<file path="config.mk">
export PLATFORM = sky130hd
export DESIGN_NAME = mem_wb_stage
export DESIGN_NICKNAME = d
export VERILOG_FILES = /design/src/rtl/mem_wb_stage_pkg.sv /design/src/rtl/mem_wb_stage_pipe_slot.sv /design/src/rtl/mem_wb_stage.sv
export SDC_FILE = /design/constraint.sdc
export NUM_CORES = 1
export LEC_CHECK = 0
export BUFFER_PORTS_ARGS = -buffer_cell sky130_fd_sc_hd__buf_2
export CAP_MARGIN = 10
export CORE_ASPECT_RATIO = 1.2
export CORE_MARGIN = 4
export CORE_UTILIZATION = 55
export CTS_BUF_LIST = sky130_fd_sc_hd__clkbuf_4 sky130_fd_sc_hd__clkbuf_8
export CTS_CLUSTER_DIAMETER = 120
export DETAILED_ROUTE_END_ITERATION = 16
export PLACE_DENSITY = 0.81
export SYNTH_ARGS = -nofsm -noshare
export SYNTH_HDL_FRONTEND = slang
export SYNTH_HIERARCHICAL = 1
export SYNTH_SLANG_ARGS = --single-unit
export TNS_END_PERCENT = 10
</file>
<file path="constraint.sdc">
create_clock -name clk -period 2.04 [get_ports clk]
set_input_delay 0.102 -clock clk [delete_from_list [all_inputs] [get_ports clk]]
set_output_delay 0.102 -clock clk [all_outputs]
set_load 0.01 [all_outputs]
</file>
<file path="src/rtl/mem_wb_stage_pkg.sv">
`default_nettype none
// ============================================================================
// Module      : mem_wb_stage_pkg
// Description : Shared constants and types for the MEM->WB pipeline boundary.
//               Default payload widths, WB control bit indices and the
//               occupancy state encoding used by the stage controller.
// Revision    : 1.0 - initial release
// ============================================================================
package mem_wb_stage_pkg;

    // Default payload field widths
    localparam int CTRL_W_DEF = 2;
    localparam int DATA_W_DEF = 32;
    localparam int REG_W_DEF  = 5;

    // Bit positions inside the WB control field
    localparam int WB_REGWRITE = 0;
    localparam int WB_MEM2REG  = 1;

    // Occupancy encoding; the value is exported directly on the occupancy port
    typedef enum logic [1:0] {
        ST_EMPTY = 2'd0,
        ST_ONE   = 2'd1,
        ST_FULL  = 2'd2
    } occ_state_e;

endpackage
`default_nettype wire

</file>
<file path="src/rtl/mem_wb_stage_pipe_slot.sv">
`default_nettype none
// ============================================================================
// Module      : pipe_slot
// Description : One payload register of the MEM->WB stage. Clears on rst or
//               clr, otherwise captures d when load is high, else holds.
// Ports       : clk, rst     - clock / synchronous active-high reset
//               clr          - synchronous clear (lower priority than rst)
//               load         - capture enable
//               d / q        - payload in / registered payload out
// Revision    : 1.0 - initial release
// ============================================================================
module pipe_slot
    import mem_wb_stage_pkg::*;
#(
    parameter int WIDTH = CTRL_W_DEF + 2 * DATA_W_DEF + REG_W_DEF
) (
    input  logic             clk,
    input  logic             rst,
    input  logic             clr,
    input  logic             load,
    input  logic [WIDTH-1:0] d,
    output logic [WIDTH-1:0] q
);

    logic [WIDTH-1:0] r_q;

    always_ff @(posedge clk) begin
        if (rst || clr) begin
            r_q <= '0;
        end else if (load) begin
            r_q <= d;
        end
    end

    assign q = r_q;

endmodule
`default_nettype wire

</file>
<file path="src/rtl/mem_wb_stage.sv">
`default_nettype none
// ============================================================================
// Module      : mem_wb_stage
// Description : MEM->WB pipeline boundary register with valid/ready handshake,
//               synchronous flush and an optional 2-entry skid buffer.
//               Payload {wb, dm_out, alu_out, write_reg} is carried unchanged.
// Ports       : clk, rst            - clock / synchronous active-high reset
//               flush               - kill all held entries
//               in_valid/in_ready   - upstream handshake
//               in_wb, in_dm_out, in_alu_out, in_write_reg - incoming payload
//               out_valid/out_ready - downstream handshake
//               out_wb, out_dm_out, out_alu_out, out_write_reg - head payload
//               occupancy           - entries held (0..2)
// Revision    : 1.0 - initial release
// ============================================================================
module mem_wb_stage
    import mem_wb_stage_pkg::*;
#(
    parameter int CTRL_W = CTRL_W_DEF,
    parameter int DATA_W = DATA_W_DEF,
    parameter int REG_W  = REG_W_DEF,
    parameter int SKID   = 1
) (
    input  logic              clk,
    input  logic              rst,
    input  logic              flush,
    input  logic              in_valid,
    output logic              in_ready,
    input  logic [CTRL_W-1:0] in_wb,
    input  logic [DATA_W-1:0] in_dm_out,
    input  logic [DATA_W-1:0] in_alu_out,
    input  logic [REG_W-1:0]  in_write_reg,
    output logic              out_valid,
    input  logic              out_ready,
    output logic [CTRL_W-1:0] out_wb,
    output logic [DATA_W-1:0] out_dm_out,
    output logic [DATA_W-1:0] out_alu_out,
    output logic [REG_W-1:0]  out_write_reg,
    output logic [1:0]        occupancy
);

    localparam int c_PAY_W = CTRL_W + 2 * DATA_W + REG_W;

    occ_state_e         r_state;
    occ_state_e         w_state_nxt;
    logic               w_accept;
    logic               w_drain;
    logic               w_head_load;
    logic               w_head_sel_skid;
    logic               w_skid_load;
    logic               w_skid_clr;
    logic [c_PAY_W-1:0] w_in_pay;
    logic [c_PAY_W-1:0] w_head_d;
    logic [c_PAY_W-1:0] w_head_q;
    logic [c_PAY_W-1:0] w_skid_q;

    assign w_in_pay  = {in_wb, in_dm_out, in_alu_out, in_write_reg};
    assign out_valid = (r_state != ST_EMPTY);
    assign w_accept  = in_valid & in_ready;
    assign w_drain   = out_valid & out_ready;

    // ------------------------------------------------------------------
    // Occupancy state register
    // ------------------------------------------------------------------
    always_ff @(posedge clk) begin
        if (rst) begin
            r_state <= ST_EMPTY;
        end else begin
            r_state <= w_state_nxt;
        end
    end

    // ------------------------------------------------------------------
    // Next-state and slot control. With SKID=0 the accept-without-drain
    // case in ONE cannot occur (in_ready requires out_ready while valid),
    // so the same controller never reaches FULL in that build.
    // ------------------------------------------------------------------
    always_comb begin
        w_state_nxt     = r_state;
        w_head_load     = 1'b0;
        w_head_sel_skid = 1'b0;
        w_skid_load     = 1'b0;
        w_skid_clr      = 1'b0;
        if (flush) begin
            // Same-cycle accept is dropped; head payload is left untouched so
            // the data fields keep their last value while invalid.
            w_state_nxt = ST_EMPTY;
            w_skid_clr  = 1'b1;
        end else begin
            case (r_state)
                ST_EMPTY: begin
                    if (w_accept) begin
                        w_state_nxt = ST_ONE;
                        w_head_load = 1'b1;
                    end
                end
                ST_ONE: begin
                    if (w_accept && w_drain) begin
                        w_head_load = 1'b1;
                    end else if (w_accept) begin
                        w_state_nxt = ST_FULL;
                        w_skid_load = 1'b1;
                    end else if (w_drain) begin
                        w_state_nxt = ST_EMPTY;
                    end
                end
                ST_FULL: begin
                    if (w_drain) begin
                        w_state_nxt     = ST_ONE;
                        w_head_load     = 1'b1;
                        w_head_sel_skid = 1'b1;
                        w_skid_clr      = 1'b1;
                    end
                end
                default: begin
                    w_state_nxt = ST_EMPTY;
                end
            endcase
        end
    end

    assign w_head_d = w_head_sel_skid ? w_skid_q : w_in_pay;

    pipe_slot #(
        .WIDTH (c_PAY_W)
    ) u_head (
        .clk  (clk),
        .rst  (rst),
        .clr  (1'b0),
        .load (w_head_load),
        .d    (w_head_d),
        .q    (w_head_q)
    );

    generate
        if (SKID != 0) begin : g_skid
            // in_ready comes straight from a flop so the backward ready path
            // does not depend on out_ready combinationally.
            logic r_in_ready;

            always_ff @(posedge clk) begin
                if (rst) begin
                    r_in_ready <= 1'b1;
                end else begin
                    r_in_ready <= (w_state_nxt != ST_FULL);
                end
            end

            assign in_ready = r_in_ready;

            pipe_slot #(
                .WIDTH (c_PAY_W)
            ) u_skid (
                .clk  (clk),
                .rst  (rst),
                .clr  (w_skid_clr),
                .load (w_skid_load),
                .d    (w_in_pay),
                .q    (w_skid_q)
            );
        end else begin : g_no_skid
            assign in_ready = out_ready | ~out_valid;
            assign w_skid_q = '0;
        end
    endgenerate

    // A bubble must never write the register file, so wb is gated by valid;
    // the data fields simply show the head register.
    assign out_wb        = out_valid ? w_head_q[c_PAY_W-1 -: CTRL_W] : '0;
    assign out_dm_out    = w_head_q[2*DATA_W+REG_W-1 -: DATA_W];
    assign out_alu_out   = w_head_q[DATA_W+REG_W-1 -: DATA_W];
    assign out_write_reg = w_head_q[REG_W-1:0];
    assign occupancy     = r_state;

endmodule
`default_nettype wire

</file>
# [Word-level counts from Yosys, hierarchy flattened]
# Index checks and enable logic that the tools add are counted.
[classes] n_eq_ne=3 n_mux=20 n_bitwise=2 n_reduce_logical=4
[ops] operator="$mux 71" count=1
[ops] operator="$mux 2" count=7
[ops] operator="$mux 1" count=10
[ops] operator="$pmux 2 s3" count=1
[ops] operator="$pmux 1 s3" count=1
[ops] operator="$and 1x1->1" count=2
[ops] operator="$eq 2x1->1 const B" count=1
[ops] operator="$eq 2x2->1 const B" count=1
[ops] operator="$logic_not 2->1" count=1
[ops] operator="$ne 2x2->1 const B" count=1
[ops] operator="$reduce_bool 2->1" count=1
[ops] operator="$logic_and 1x1->1" count=1
[ops] operator="$logic_or 1x1->1" count=1
[word_totals] regBits=145 inputBits=76 output_inout_bits=75

# [Depth between registers and ports, before layout]
# Gate-level depths: netlist of the first run.
[logic_depth] ltp_word=8 ltp_mapped=7

# [Cells and area by module]
# Netlist of the first run, hierarchy kept.
[modules_own_cells] mod="pipe_slot" instances=2 cells_per_inst=230 area_each_um2=2581.2 seq_area_each_um2=1421.4
[modules_own_cells] mod="mem_wb_stage" instances=1 cells_per_inst=101 area_each_um2=1099.8 seq_area_each_um2=60.1

# [Least setup slack after synthesis of the first run]
# Ideal clock, no wire load.
[synth_timing] path_type="reg-to-reg" startpoint="register r_state[1], in the netlist occupancy[1]" endpoint="register u_head.r_q[68], in the netlist u_head/q[68]" setup_ps=114 arrival_time_ps=1429 slack_ps=496 stages_incl_launch_ff=7 n_path_buf=1 synth_period_minus_slack_ps=1544 cell_sequence="dfxtp_1 nand3b_4 nor2_8 buf_6 mux2_2 mux2i_1 nor2_1"
[synth_via] elab_chain_len=6 word_cells_on_any_way=13
[synth_lines] element="start: declaration" line="mem_wb_stage.sv:44" rtl="occ_state_e r_state;"
[synth_lines] element="start signal: assignment" line="mem_wb_stage.sv:69" rtl="r_state <= w_state_nxt;"
[synth_lines] element="$reduce_bool 2->1" line="mem_wb_stage.sv:58" rtl="assign out_valid = (r_state != ST_EMPTY);"
[synth_lines] element="$and 1x1->1" line="mem_wb_stage.sv:60" rtl="assign w_drain = out_valid & out_ready;"
[synth_lines] element="$mux 1" line="mem_wb_stage.sv:108" rtl="if (w_drain) begin"
[synth_lines] element="$mux 1 *" line="mem_wb_stage.sv:90" rtl="case (r_state)"
[synth_lines] element="$mux 1 *" line="mem_wb_stage.sv:84" rtl="if (flush) begin"
[synth_lines] element="$mux 71 *" line="mem_wb_stage.sv:122" rtl="assign w_head_d = w_head_sel_skid ? w_skid_q : w_in_pay;"
[synth_lines] element="via w_head_d[68]" line="mem_wb_stage.sv:53" rtl="logic [c_PAY_W-1:0] w_head_d;"
[synth_lines] element="end signal: assignment" line="mem_wb_stage_pipe_slot.sv:29" rtl="r_q <= '0;"
[synth_lines] element="end signal: assignment" line="mem_wb_stage_pipe_slot.sv:31" rtl="r_q <= d;"
[synth_lines] element="end: declaration" line="mem_wb_stage_pipe_slot.sv:25" rtl="logic [WIDTH-1:0] r_q;"
# The timed path passes the listed nets; every way through them passes the cells marked *.
# A chain may end at the register's enable or synchronous reset.

# [Final worst setup path of the first run]
[layout_timing] startpoint="register r_state[1], in the netlist occupancy[1]" endpoint="register u_head.r_q[53], in the netlist u_head/q[53]"
# Same word-level chain as after synthesis.

==> flow_summary.rst, run 1 <==
.. list-table::
   :header-rows: 1

   * - Metric
     - Value
   * - Run status
     - completed
   * - Critical path arrival
     - 2220 ps
   * - Via count of the first global-routing pass
     - 5282
   * - Highest clock rate
     - 526 MHz
   * - Worst-margin pin slew
     - 584 ps
   * - CP required
     - 2350 ps
   * - Number of DRC markers after the initial detailed-route iteration
     - 148
   * - Ordered cell list for the critical path
     - nand3b_4 -> nor2_8 -> buf_4 -> mux2_2 -> mux2i_1 -> nor2_1
   * - R2r endpoint
     - u_head/q[53]$_SDFFE_PP0P_
   * - Setup slack at placement
     - between 150 and 200 ps
   * - Startpoint of the most critical setup path
     - occupancy[1]$_SDFF_PP0_
   * - Share of the synthesized netlist area taken by xor and xnor gates
     - less than 1%
   * - Net Sw Frac
     - between 20% and 30%
   * - Kind of end point of the critical path
     - register
   * - Share of power burned in combinational logic
     - 10.7%
   * - Multiplexer area fraction after synthesis
     - 35.6%
   * - Layout cells sized above 1
     - 31.7%
   * - Flop-to-flop setup slack
     - roughly 140 ps
   * - Simple-gate share of the synthesized area
     - 10.5%
   * - Power density over the cells
     - 683 nW/µm²
   * - Row count
     - 42
   * - Number of top-level design ports
     - 151
   * - Net count after synthesis
     - between 600 and 700
   * - Sinks on the clock net
     - 145
   * - Number of synthesis warnings
     - 6
   * - Total Wirelength
     - 15100 µm
   * - Final HPWL from detailed placement
     - 9170 µm
   * - Slowest-stage cell, CP
     - sky130_fd_sc_hd__dfxtp_1
   * - Number of remaining DRC errors
     - 0
   * - Global-route usage over all layers
     - a little under a quarter
   * - Source-to-sink clock delay at the later pin of the worst-skew pair
     - 420 ps
   * - Antenna violations before repair
     - 0
   * - IR Drop Worst-Case VDD
     - roughly 0.00057 V
   * - Worst-case reg-to-reg path depth
     - 6
   * - Switching power
     - about 0.0014 W
   * - Unrepaired setup endpoints after global routing
     - no
   * - Highest net fanout along the worst path
     - 12
   * - Main combinational cell family by area after synthesis
     - multiplexers
   * - Power share of the clock group
     - between 30% and 40%
   * - Die extent in x
     - 105 µm
   * - CTS buffer count
     - 17
   * - Count of final setup violators
     - 0
   * - Total negative setup slack
     - 0 ps
   * - Via-to-Cell Ratio
     - 5.11
   * - Clock slew at reported path FFs
     - ~80 ps
   * - Starting utilization of the core area
     - 56.5%
   * - Share of the yosys chip area belonging to registers
     - a little under half
   * - Remaining global-route overflow
     - 0
   * - Pwr Total
     - approximately 0.0055 W
   * - Total standard cell area after synthesis
     - approximately 6300 µm²
   * - Area enclosed by the die boundary
     - ~13000 µm²
   * - Post-layout net count
     - 854
   * - Synthesized area divided by synthesized cell count
     - 11.2 µm²
   * - LEAKAGE
     - roughly 3.3 nW
   * - Resized Gates After CTS
     - 0
   * - Area after DPL
     - 7010 µm²
   * - FF+latch count, synth
     - 145
   * - Count of antenna diodes in the layout
     - 0
   * - Class of the tightest hold or removal check
     - input port to register
   * - Timing endpoint of the critical path
     - u_head/q[53]$_SDFFE_PP0P_
   * - Flop pwr share
     - 52.0%
   * - Count of mapped cells out of synthesis
     - 561
   * - MaxCap Viol Count
     - 0
   * - Worst path max stage delay
     - 480 ps
   * - Pin count of the biggest net entering global routing
     - between 40 and 50
   * - DIE HEIGHT
     - 125 µm
   * - Routed length per placed instance
     - about 16 µm
   * - Post-synthesis share of cell area spent on full adders, half adders and majority gates
     - 0%
   * - Post-layout worst setup margin
     - 139 ps
   * - IO buf count
     - 150
   * - RD Place Congestion
     - 0.737
   * - Final number of max-transition violations
     - 0
   * - Maximum count of clock buffers along a single path
     - 2
   * - Worst slew margin relative to its limit
     - just over 60%
   * - Area added between synthesis and finish
     - 29.7%
   * - Period utilisation layout
     - 93.2%
   * - Final non-filler cell area
     - 8120 µm²
   * - CP Launch Type
     - register
   * - Compound-cell area share of the yosys netlist
     - less than 1%
   * - Clock Tree Root
     - sky130_fd_sc_hd__clkbuf_8
   * - H-tree depth
     - 4
   * - Number of different library cells in the post-synthesis netlist
     - 22
   * - Final design utilization
     - 73.2%
   * - Start point of the worst hold path
     - flush
   * - Max Clock Skew
     - 10.3 ps
   * - Reg-to-reg startpoint
     - occupancy[1]$_SDFF_PP0_
   * - Global-route wire length before repair
     - 25400 µm
   * - Antenna-violating nets left
     - 0
   * - DRT Pass-1 Iters
     - 4
   * - Time the final worst path needs with I/O delays and setup
     - approximately 1900 ps
   * - Core area
     - 11100 µm²
   * - Routed via count
     - 4827
   * - Critical Setup Path Class
     - register to register
   * - TritonCTS clock tree
     - yes
   * - Final-report hold violation count
     - 0
   * - Pint
     - 0.00419 W
-- worst min path at each step --
stage | to | slack [ps] | cells after the start
floorplan | occupancy[1]$_SDFF_PP0_ | 180 | 1
global placement | occupancy[1]$_SDFF_PP0_ | 340 | 2
detailed placement | occupancy[1]$_SDFF_PP0_ | 350 | 2
CTS | occupancy[0]$_SDFF_PP0_ | 40 | 2
global route | occupancy[0]$_SDFF_PP0_ | 80 | 2
finish | occupancy[0]$_SDFF_PP0_ | 80 | 2
-- Yosys cell counts --
library cell / n / area, µm²
sky130_fd_sc_hd__dfxtp_1: 145 / 2900
sky130_fd_sc_hd__or2_1: 2 / 12.5
sky130_fd_sc_hd__conb_1: 1 / 3.75
sky130_fd_sc_hd__o41ai_1: 1 / 8.76
sky130_fd_sc_hd__a21oi_1: 1 / 5.00
sky130_fd_sc_hd__and3b_1: 1 / 8.76
sky130_fd_sc_hd__nand2_1: 2 / 7.51
sky130_fd_sc_hd__nor2_1: 142 / 533
sky130_fd_sc_hd__nor4_1: 2 / 12.5
sky130_fd_sc_hd__or3_1: 1 / 6.26
sky130_fd_sc_hd__mux2_2: 48 / 541
sky130_fd_sc_hd__buf_4: 2 / 15.0
sky130_fd_sc_hd__nand3b_4: 1 / 20.0
sky130_fd_sc_hd__nor2_8: 1 / 20.0
sky130_fd_sc_hd__buf_6: 38 / 428
sky130_fd_sc_hd__and2_1: 2 / 12.5
sky130_fd_sc_hd__or2_2: 1 / 6.26
sky130_fd_sc_hd__mux2i_1: 143 / 1430
sky130_fd_sc_hd__mux2_1: 23 / 259
sky130_fd_sc_hd__or4_1: 1 / 7.51
sky130_fd_sc_hd__nand2b_1: 2 / 12.5
sky130_fd_sc_hd__xnor2_1: 1 / 8.76
-- state kept, by name, indices dropped and copies added, names as in the netlist --
| register | flops |
|---|---|
| in_ready | 1 |
| g_skid.u_skid/q | 71 |
| u_head/q | 71 |
| occupancy | 2 |
-- area by class of cell --
cell class	instances	area, µm²
clock buffer	19	255
clock inverter	13	113
fill	757	2970
multi-input combinational	376	2930
sequential	145	2900
tap	154	193
timing repair buffer	238	1720
-- metrics by stage --
| step | std cells | hold slack, ps |
|---|---|---|
| finish | 945 | 82.8 |
| floorplan | 561 | 179 |
| global placement | 839 | 337 |
| CTS | 945 | 37.8 |
| global route | 945 | 81.4 |
| detailed placement | 839 | 351 |
-- worst max-delay path, delay by kind of cell (launching register included) --
family	cells	cell delay (ps)
buffers and inverters	1	250
muxes	2	540
and+or+nand+nor	3	520
DFF	1	480
-- power by group through the flow --
stage                     registers [W]  clock network (W)  logic [W]
after floorplan                 0.00296                  0   0.000305
after global placement          0.00295                  0   0.000462
after detailed placement        0.00295                  0   0.000474
after CTS                       0.00289            0.00214   0.000583
after global routing            0.00289            0.00226   0.000642
final                           0.00289            0.00207   0.000592
-- cell families after synthesis --
group           count (synthesis)
compound gates                  2
xor+xnor                        1
buf+inv                        40
flops                         145
mux                           214
other cells                     1
simple gates                  158
-- timing repair --
action                                  4_1_cts  5_1_grt
endpoints found under the setup margin        0        0
endpoints found under the hold margin        74        0
buffers inserted                              0        0
hold buffers                                 74        0
-- metal layers --
layer | global-route usage [%] | wire, µm | vias to the layer above
li1 | - | - | 2343
met1 | 25.7 | 6010 | 2282
met2 | 42.3 | 7860 | 167
met3 | 6.58 | 847 | 35
met4 | 9.03 | 374 | 0
met5 | 0 | 0 | -
-- placed cells by master (no fill, tap or decap), drive strengths merged --
cell | Yosys | layout
bufinv | 0 | 1
mux2 | 71 | 71
buf | 40 | 164
nor4 | 2 | 2
xnor2 | 1 | 1
dfxtp | 145 | 145
conb | 1 | 1
nor2 | 143 | 143
inv | 0 | 1
a21oi | 1 | 1
or3 | 1 | 1
dlygate4sd3 | 0 | 74
nand3b | 1 | 1
and2 | 2 | 2
o41ai | 1 | 1
clkinv | 0 | 5
and3b | 1 | 1
nand2b | 2 | 2
mux2i | 143 | 143
or2 | 3 | 3
nand2 | 2 | 2
clkinvlp | 0 | 6
or4 | 1 | 1
clkbuf | 0 | 19
Note: power is estimated with default switching activity, not from simulation.
==> inputs of run 2 (changes only) <==
ABC_AREA = 1   (was default)
CORE_UTILIZATION = 57   (was 55)
PLACE_DENSITY = 0.82   (was 0.81)
==> flow_summary.rst, run 2 <==
.. list-table::
   :header-rows: 1

   * - Metric
     - Value
   * - Kind of end point of the critical path
     - register (unchanged)
   * - Most Frequent Cell on Critical Path
     - sky130_fd_sc_hd__nand2_1
   * - Most common library cell in the layout ignoring fill and taps
     - sky130_fd_sc_hd__nand2_1 (was sky130_fd_sc_hd__buf_2)
   * - Synth cell count leaders
     - 364 x sky130_fd_sc_hd__nand2_1, 289 x sky130_fd_sc_hd__nor2_1, 219 x sky130_fd_sc_hd__inv_1, 145 x sky130_fd_sc_hd__dfxtp_1, 68 x sky130_fd_sc_hd__o21ai_1 (was 145 x sky130_fd_sc_hd__dfxtp_1, 143 x sky130_fd_sc_hd__mux2i_1, 142 x sky130_fd_sc_hd__nor2_1, 48 x sky130_fd_sc_hd__mux2_2, 38 x sky130_fd_sc_hd__buf_6)
   * - Highest net fanout along the worst path
     - 88 (was 12)
   * - Number of remaining DRC errors
     - 0 (unchanged)
   * - Unrepaired setup endpoints after global routing
     - no (unchanged)
   * - Time the final worst path needs with I/O delays and setup
     - 1830 ps (was 1900 ps)
   * - DIE HEIGHT
     - 130 µm (was 125 µm)
   * - Remaining global-route overflow
     - 0 (unchanged)
   * - Worst path max stage delay
     - 550 ps (was 480 ps)
   * - Cell accounting for the most synthesized area
     - sky130_fd_sc_hd__dfxtp_1 (unchanged)
   * - Highest clock rate
     - 547 MHz (was 526 MHz)
   * - Met3 usage
     - 5.36% (was 6.58%)
   * - Area added between synthesis and finish
     - 25.3% (was 29.7%)
   * - Layout cells sized above 1
     - 14.7% (was 31.7%)
   * - Max Clock Skew
     - 21.0 ps (was 10.3 ps)
   * - Number of synthesis warnings
     - 6 (unchanged)
   * - DRT Pass-1 Iters
     - 5 (was 4)
   * - Met1 GRT Util
     - 28.5% (was 25.7%)
   * - Area contributors post-synth
     - sky130_fd_sc_hd__dfxtp_1 41%, sky130_fd_sc_hd__nand2_1 19%, sky130_fd_sc_hd__nor2_1 15% (was sky130_fd_sc_hd__dfxtp_1 46%, sky130_fd_sc_hd__mux2i_1 23%, sky130_fd_sc_hd__mux2_2 8.6%)
   * - Count of mapped cells out of synthesis
     - 1164 (was 561)
   * - Most heavily used metal layer in global routing
     - met2 (unchanged)
   * - Total standard cell area after synthesis
     - 7110 µm² (was 6260 µm²)
   * - Yosys top cell area share
     - 40.8% (was 46.4%)
   * - Flop pwr share
     - 48.0% (was 52.0%)
   * - Count of final setup violators
     - 0 (unchanged)
   * - Total negative setup slack
     - 0 ps (unchanged)
   * - Worst slew margin relative to its limit
     - 59.6% (was 61.0%)
   * - Fraction of registers with async set or reset after synthesis
     - 0% (unchanged)
   * - Top library cells by usage in the layout, fill and taps aside
     - 364 x sky130_fd_sc_hd__nand2_1, 289 x sky130_fd_sc_hd__nor2_1, 219 x sky130_fd_sc_hd__inv_1 (was 150 x sky130_fd_sc_hd__buf_2, 145 x sky130_fd_sc_hd__dfxtp_1, 143 x sky130_fd_sc_hd__mux2i_1)
   * - CTS buffer count
     - 17 (unchanged)
   * - TritonCTS clock tree
     - yes (unchanged)
   * - Buf/Inv on CP
     - 4 (was 1)
   * - Number of DRC markers after the initial detailed-route iteration
     - 336 (was 148)
   * - Routed length per placed instance
     - 10.6 µm (was 16.0 µm)
   * - IO buf count
     - 150 (unchanged)
   * - RD Place Congestion
     - 0.772 (was 0.737)
   * - Clock slew at reported path FFs
     - 70 ps (was 80 ps)
   * - Pin count of the biggest net entering global routing
     - 95 (was 43)
   * - Number of top-level design ports
     - 151 (unchanged)
   * - Core area
     - 12200 µm² (was 11100 µm²)
   * - Die extent in x
     - 110 µm (was 105 µm)
   * - Critical path arrival
     - 2160 ps (was 2220 ps)
   * - MaxCap Viol Count
     - 0 (unchanged)
   * - Period utilisation layout
     - 89.6% (was 93.2%)
   * - IR Drop Worst-Case VDD
     - 0.000377 V (was 0.000565 V)
   * - Number of different library cells in the post-synthesis netlist
     - 20 (was 22)
   * - Starting utilization of the core area
     - 58.5% (was 56.5%)
   * - Post-layout net count
     - 1430 (was 854)
   * - Via count of the first global-routing pass
     - 6089 (was 5282)
   * - Clock Tree Root
     - sky130_fd_sc_hd__clkbuf_8 (unchanged)
   * - Global-route wire length before repair
     - 26900 µm (was 25400 µm)
   * - LEAKAGE
     - 4.34 nW (was 3.27 nW)
   * - Post-CTS setup buffers
     - 0 (unchanged)
   * - Ordered cell list for the critical path
     - dlygate4sd3_1 -> buf_2 -> inv_1 -> nand4_1 -> a211oi_4 -> buf_12 -> nand2_1 -> nand2_1 -> nor2_1 (was nand3b_4 -> nor2_8 -> buf_4 -> mux2_2 -> mux2i_1 -> nor2_1)
   * - Class of the tightest hold or removal check
     - input port to register (unchanged)
   * - Share of the yosys chip area belonging to registers
     - 40.8% (was 46.4%)
   * - FF+latch count, synth
     - 145 (unchanged)
   * - Total Wirelength
     - 16300 µm (was 15100 µm)
   * - EDFF count, synth
     - 0 (unchanged)
   * - Share of power burned in combinational logic
     - 12.8% (was 10.7%)
   * - Most numerous cell in the Yosys netlist
     - sky130_fd_sc_hd__nand2_1 (was sky130_fd_sc_hd__dfxtp_1)
   * - Power share of the clock group
     - 39.2% (was 37.3%)
   * - Source-to-sink clock delay at the later pin of the worst-skew pair
     - 440 ps (was 420 ps)
   * - Synthesized area divided by synthesized cell count
     - 6.11 µm² (was 11.2 µm²)
   * - Critical Setup Path Class
     - input port to register (was register to register)
   * - Area enclosed by the die boundary
     - 14300 µm² (was 13200 µm²)
   * - CP required
     - 2370 ps (was 2350 ps)
   * - Row count
     - 44 (was 42)
   * - Global-route track usage on met2
     - 38.5% (was 42.3%)
   * - Power density over the cells
     - 683 nW/µm² (about the same)
   * - Switching power
     - 0.00152 W (was 0.00135 W)
   * - Pint
     - 0.00457 W (was 0.00419 W)
   * - Slowest-stage cell, CP
     - sky130_fd_sc_hd__dlygate4sd3_1 (was sky130_fd_sc_hd__dfxtp_1)
   * - Global-route usage over all layers
     - 23.2% (was 23.5%)
   * - Pwr Total
     - 0.00609 W (was 0.00555 W)
   * - Run status
     - completed (unchanged)
   * - H-tree depth
     - 4 (unchanged)
   * - Most instantiated flip-flop cell in the synthesis netlist
     - sky130_fd_sc_hd__dfxtp_1 (unchanged)
   * - Antenna violations before repair
     - 1 (was 0)
   * - Maximum count of clock buffers along a single path
     - 2 (unchanged)
   * - CP Launch Type
     - input port (was register)
   * - Final-report hold violation count
     - 0 (unchanged)
   * - Net count after synthesis
     - 1240 (was 637)
   * - Final number of max-transition violations
     - 0 (unchanged)
   * - Worst-margin pin slew
     - 606 ps (was 584 ps)
   * - Via-to-Cell Ratio
     - 4.50 (was 5.11)
   * - Net Sw Frac
     - 25.0% (was 24.4%)
   * - Antenna-violating nets left
     - 0 (unchanged)
   * - Sinks on the clock net
     - 145 (unchanged)
   * - Routed via count
     - 6876 (was 4827)
   * - Final HPWL from detailed placement
     - 9570 µm (was 9170 µm)
   * - Worst path top cell family by delay
     - buffers and inverters (was multiplexers)
run 2: per-layer routing:
layer,vias up,routed length (µm)
li1,3706,-
met1,2958,6990
met2,166,7910
met3,46,820
met4,0,548
met5,-,0
run 2: kinds of logic after synthesis:
| family | after synthesis | share of synthesized area, % |
|---|---|---|
| other cells | 1 | 0.0527 |
| simple gates | 661 | 35.5 |
| compound gates | 76 | 5.52 |
| flops | 145 | 40.8 |
| buf+inv | 281 | 18.1 |
run 2: stage by stage:
stage                     hold slack (ps)  util [%]  worst slack, ps  std cells  area [µm²]
final                                24.6      73.3              212       1528        8920
after global routing                 22.5      73.3             96.6       1528        8920
after CTS                           0.778      73.2              144       1527        8900
after detailed placement              385      63.8              162       1424        7760
after global placement                392      63.8              242       1424        7760
after floorplan                       174         -              288       1164        7110
run 2: cell type report:
class / instances / area, µm²
Antenna cell: 1 / 2.50
Clock buffer: 22 / 290
Clock inverter: 9 / 131
Fill cell: 1037 / 3250
Inverter: 220 / 826
Multi-Input combinational cell: 738 / 2940
Sequential cell: 145 / 2900
Tap cell: 161 / 201
Timing Repair Buffer: 232 / 1620
run 2: worst register-to-register path, cell delays in order, from the launching register on:
cell,delay [ps]
sky130_fd_sc_hd__dfxtp_2,360
sky130_fd_sc_hd__inv_1,150
sky130_fd_sc_hd__nand2_1,170
sky130_fd_sc_hd__a211oi_4,380
sky130_fd_sc_hd__buf_12,350
sky130_fd_sc_hd__nand2_1,150
sky130_fd_sc_hd__nand2_1,100
sky130_fd_sc_hd__nor2_1,50
run 2: power by group through the flow:
stage | logic, W | registers (W) | clock network (W)
2_1_floorplan | 0.000444 | 0.00301 | 0
3_3_place_gp | 0.000648 | 0.00299 | 0
3_5_place_dp | 0.000661 | 0.00299 | 0
4_1_cts | 0.000773 | 0.00292 | 0.00243
5_1_grt | 0.000890 | 0.00293 | 0.00257
6_report | 0.000782 | 0.00293 | 0.00239
run 2: timing repair:
action / CTS / global route
endpoints found under the setup margin: 0 / 29
hold buffers: 72 / 0
hold endpoints to repair: 72 / 0
resized for setup: 0 / 3
run 2: path summary, 6_finish.rpt:
check / start / to / slack, ps / cells past startpoint
max reg2reg: occupancy[0]$_SDFF_PP0_ / g_skid.u_skid/q[29]$_SDFFE_PP0P_ / 240 / 7
max: flush / g_skid.u_skid/q[29]$_SDFFE_PP0P_ / 210 / 9
min reg2reg: u_head/q[25]$_SDFFE_PP0P_ / u_head/q[25]$_SDFFE_PP0P_ / 470 / 2
min: in_alu_out[23] / g_skid.u_skid/q[28]$_SDFFE_PP0P_ / 20 / 5
==> inputs of run 3 (changes only) <==
PLACE_DENSITY = 0.83   (was 0.82)
==> flow_summary.rst, run 3 (synthesized netlist as in run 2, its figures left out) <==
.. list-table::
   :header-rows: 1

   * - Metric
     - Value
   * - RD Place Congestion
     - 0.823 (was 0.772)
   * - DRT Pass-1 Iters
     - 5 (unchanged)
   * - Post-layout net count
     - 1434 (was 1430)
   * - Post-CTS setup buffers
     - 0 (unchanged)
   * - Unrepaired setup endpoints after global routing
     - no (unchanged)
   * - Final number of max-transition violations
     - 0 (unchanged)
   * - Count of final setup violators
     - 0 (unchanged)
   * - Via count of the first global-routing pass
     - 6048 (was 6089)
   * - Pin count of the biggest net entering global routing
     - 88 (was 95)
   * - Remaining global-route overflow
     - 0 (unchanged)
   * - Worst-margin pin slew
     - 547 ps (was 606 ps)
   * - Routed via count
     - 6990 (was 6876)
   * - TritonCTS clock tree
     - yes (unchanged)
   * - LEAKAGE
     - 4.40 nW (was 4.34 nW)
   * - Critical Setup Path Class
     - register to register (was input port to register)
   * - Final HPWL from detailed placement
     - 9610 µm (was 9570 µm)
   * - Count of antenna diodes in the layout
     - 0 (was 1)
   * - Pwr Total
     - 0.00639 W (was 0.00609 W)
   * - Final design utilization
     - 74.3% (was 73.3%)
   * - Highest net fanout along the worst path
     - 43 (was 88)
   * - Starting utilization of the core area
     - 58.5% (unchanged)
   * - Kind of end point of the critical path
     - register (unchanged)
   * - Worst path max stage delay
     - 450 ps (was 550 ps)
   * - Worst path top cell family by delay
     - buffers and inverters (unchanged)
   * - Clock Tree Root
     - sky130_fd_sc_hd__clkbuf_8 (unchanged)
   * - Source-to-sink clock delay at the later pin of the worst-skew pair
     - 430 ps (was 440 ps)
   * - Global-route usage over all layers
     - 23.7% (was 23.2%)
   * - Layout cells sized above 1
     - 14.7% (about the same)
   * - Row count
     - 44 (unchanged)
   * - IO buf count
     - 150 (unchanged)
   * - Final-report hold violation count
     - 0 (unchanged)
   * - Time the final worst path needs with I/O delays and setup
     - 1860 ps (was 1830 ps)
   * - Die extent in x
     - 110 µm (unchanged)
   * - Top library cells by usage in the layout, fill and taps aside
     - 364 x sky130_fd_sc_hd__nand2_1, 289 x sky130_fd_sc_hd__nor2_1, 219 x sky130_fd_sc_hd__inv_1 (unchanged)
   * - Area added between synthesis and finish
     - 27.1% (was 25.3%)
   * - Number of remaining DRC errors
     - 0 (unchanged)
   * - Worst slew margin relative to its limit
     - 63.5% (was 59.6%)
   * - Buf/Inv on CP
     - 2 (was 4)
   * - Via-to-Cell Ratio
     - 4.56 (was 4.50)
   * - Antenna violations before repair
     - 0 (was 1)
   * - CP Launch Type
     - register (was input port)
   * - Area enclosed by the die boundary
     - 14300 µm² (unchanged)
   * - Most Frequent Cell on Critical Path
     - sky130_fd_sc_hd__nand2_1 (unchanged)
   * - Area after DPL
     - 7800 µm² (was 7760 µm²)
   * - Power density over the cells
     - 707 nW/µm² (was 683 nW/µm²)
   * - Most common library cell in the layout ignoring fill and taps
     - sky130_fd_sc_hd__nand2_1 (unchanged)
   * - CP required
     - 2380 ps (was 2370 ps)
   * - Class of the tightest hold or removal check
     - input port to register (unchanged)
   * - Critical path arrival
     - 2190 ps (was 2160 ps)
   * - CTS buffer count
     - 17 (unchanged)
   * - Total negative setup slack
     - 0 ps (unchanged)
   * - Clock slew at reported path FFs
     - 80 ps (was 70 ps)
   * - Slowest-stage cell, CP
     - sky130_fd_sc_hd__dfxtp_1 (was sky130_fd_sc_hd__dlygate4sd3_1)
   * - Ordered cell list for the critical path
     - inv_1 -> nand2_1 -> a21oi_1 -> o21ai_4 -> buf_6 -> nand2_1 -> nand2_1 -> nor2_1 (was dlygate4sd3_1 -> buf_2 -> inv_1 -> nand4_1 -> a211oi_4 -> buf_12 -> nand2_1 -> nand2_1 -> nor2_1)
   * - Period utilisation layout
     - 91.1% (was 89.6%)
   * - IR Drop Worst-Case VDD
     - 0.000460 V (was 0.000377 V)
   * - H-tree depth
     - 4 (unchanged)
   * - Final non-filler cell area
     - 9040 µm² (was 8920 µm²)
   * - Run status
     - completed (unchanged)
   * - Number of DRC markers after the initial detailed-route iteration
     - 538 (was 336)
   * - Antenna-violating nets left
     - 0 (unchanged)
   * - Highest clock rate
     - 538 MHz (was 547 MHz)
   * - Core area
     - 12200 µm² (unchanged)
   * - Sinks on the clock net
     - 145 (unchanged)
   * - Maximum count of clock buffers along a single path
     - 2 (unchanged)
   * - Global-route wire length before repair
     - 27100 µm (was 26900 µm)
   * - DIE HEIGHT
     - 130 µm (unchanged)
   * - Total Wirelength
     - 17000 µm (was 16300 µm)
   * - Max Clock Skew
     - 10.5 ps (was 21.0 ps)
   * - Routed length per placed instance
     - 11.1 µm (was 10.6 µm)
   * - Number of top-level design ports
     - 151 (unchanged)
   * - MaxCap Viol Count
     - 0 (unchanged)
==> run 3: cell types whose count changed in the layout (fill, tap and decap cells not counted), sizes merged <==
cell | before | now
buf | 159 | 160
clkbuf | 23 | 22
inv | 220 | 222
diode | 1 | 0
clkinvlp | 3 | 1
dlygate4sd3 | 72 | 75
bufinv | 3 | 5
==> run 3: cell type report <==
class / count / area [µm²]
fillers: 971 / 3120
repair buffers: 236 / 1690
well taps: 161 / 201
clock buffers: 21 / 277
multi-input cells: 738 / 2940
flip-flops and latches: 145 / 2900
inverters: 220 / 826
clock inverters: 11 / 201
==> run 3: worst paths after layout <==
kind / startpoint / to / slack (ps) / cells past startpoint
worst max-delay path: occupancy[0]$_SDFF_PP0_ / u_head/q[7]$_SDFFE_PP0P_ / 180 / 8
worst min-delay path: out_ready / g_skid.u_skid/q[37]$_SDFFE_PP0P_ / 380 / 5
worst min register to register: u_head/q[52]$_SDFFE_PP0P_ / u_head/q[52]$_SDFFE_PP0P_ / 470 / 2
worst max register to register: occupancy[0]$_SDFF_PP0_ / u_head/q[7]$_SDFFE_PP0P_ / 180 / 8
==> run 3: per-stage QoR <==
step	worst slack, ps	std cells	hold slack (ps)
global placement	291	1424	398
floorplan	288	1164	174
global route	60.1	1532	374
finish	182	1532	384
detailed placement	183	1424	393
CTS	186	1531	345
==> run 3: repair_timing <==
action | in CTS | in global routing
hold endpoints to repair | 74 | 0
hold buffers | 75 | 0
resized for setup | 0 | 1
setup endpoints to repair | 0 | 1
==> run 3: worst min-delay path, stage by stage <==
cell and delay (ps):
sky130_fd_sc_hd__buf_2 180, sky130_fd_sc_hd__a211oi_4 110, sky130_fd_sc_hd__buf_12 210, sky130_fd_sc_hd__nor2_1 120
sky130_fd_sc_hd__nor2_1 50
==> run 3: report_power, final <==
group,switching [W],total (W),internal (W)
Clock,0.00110,0.00266,0.00156
Combinational,0.000438,0.000801,0.000364
Sequential,0.0000346,0.00293,0.00289
Total,0.00157,0.00639,0.00482
==> run 3: per-layer routing <==
metal,GRT usage (%),wire (µm),vias up
li1,-,-,3719
met1,28.3,7190,3029
met2,40.3,8400,195
met3,5.26,830,47
met4,11.0,602,0
met5,0,0,-
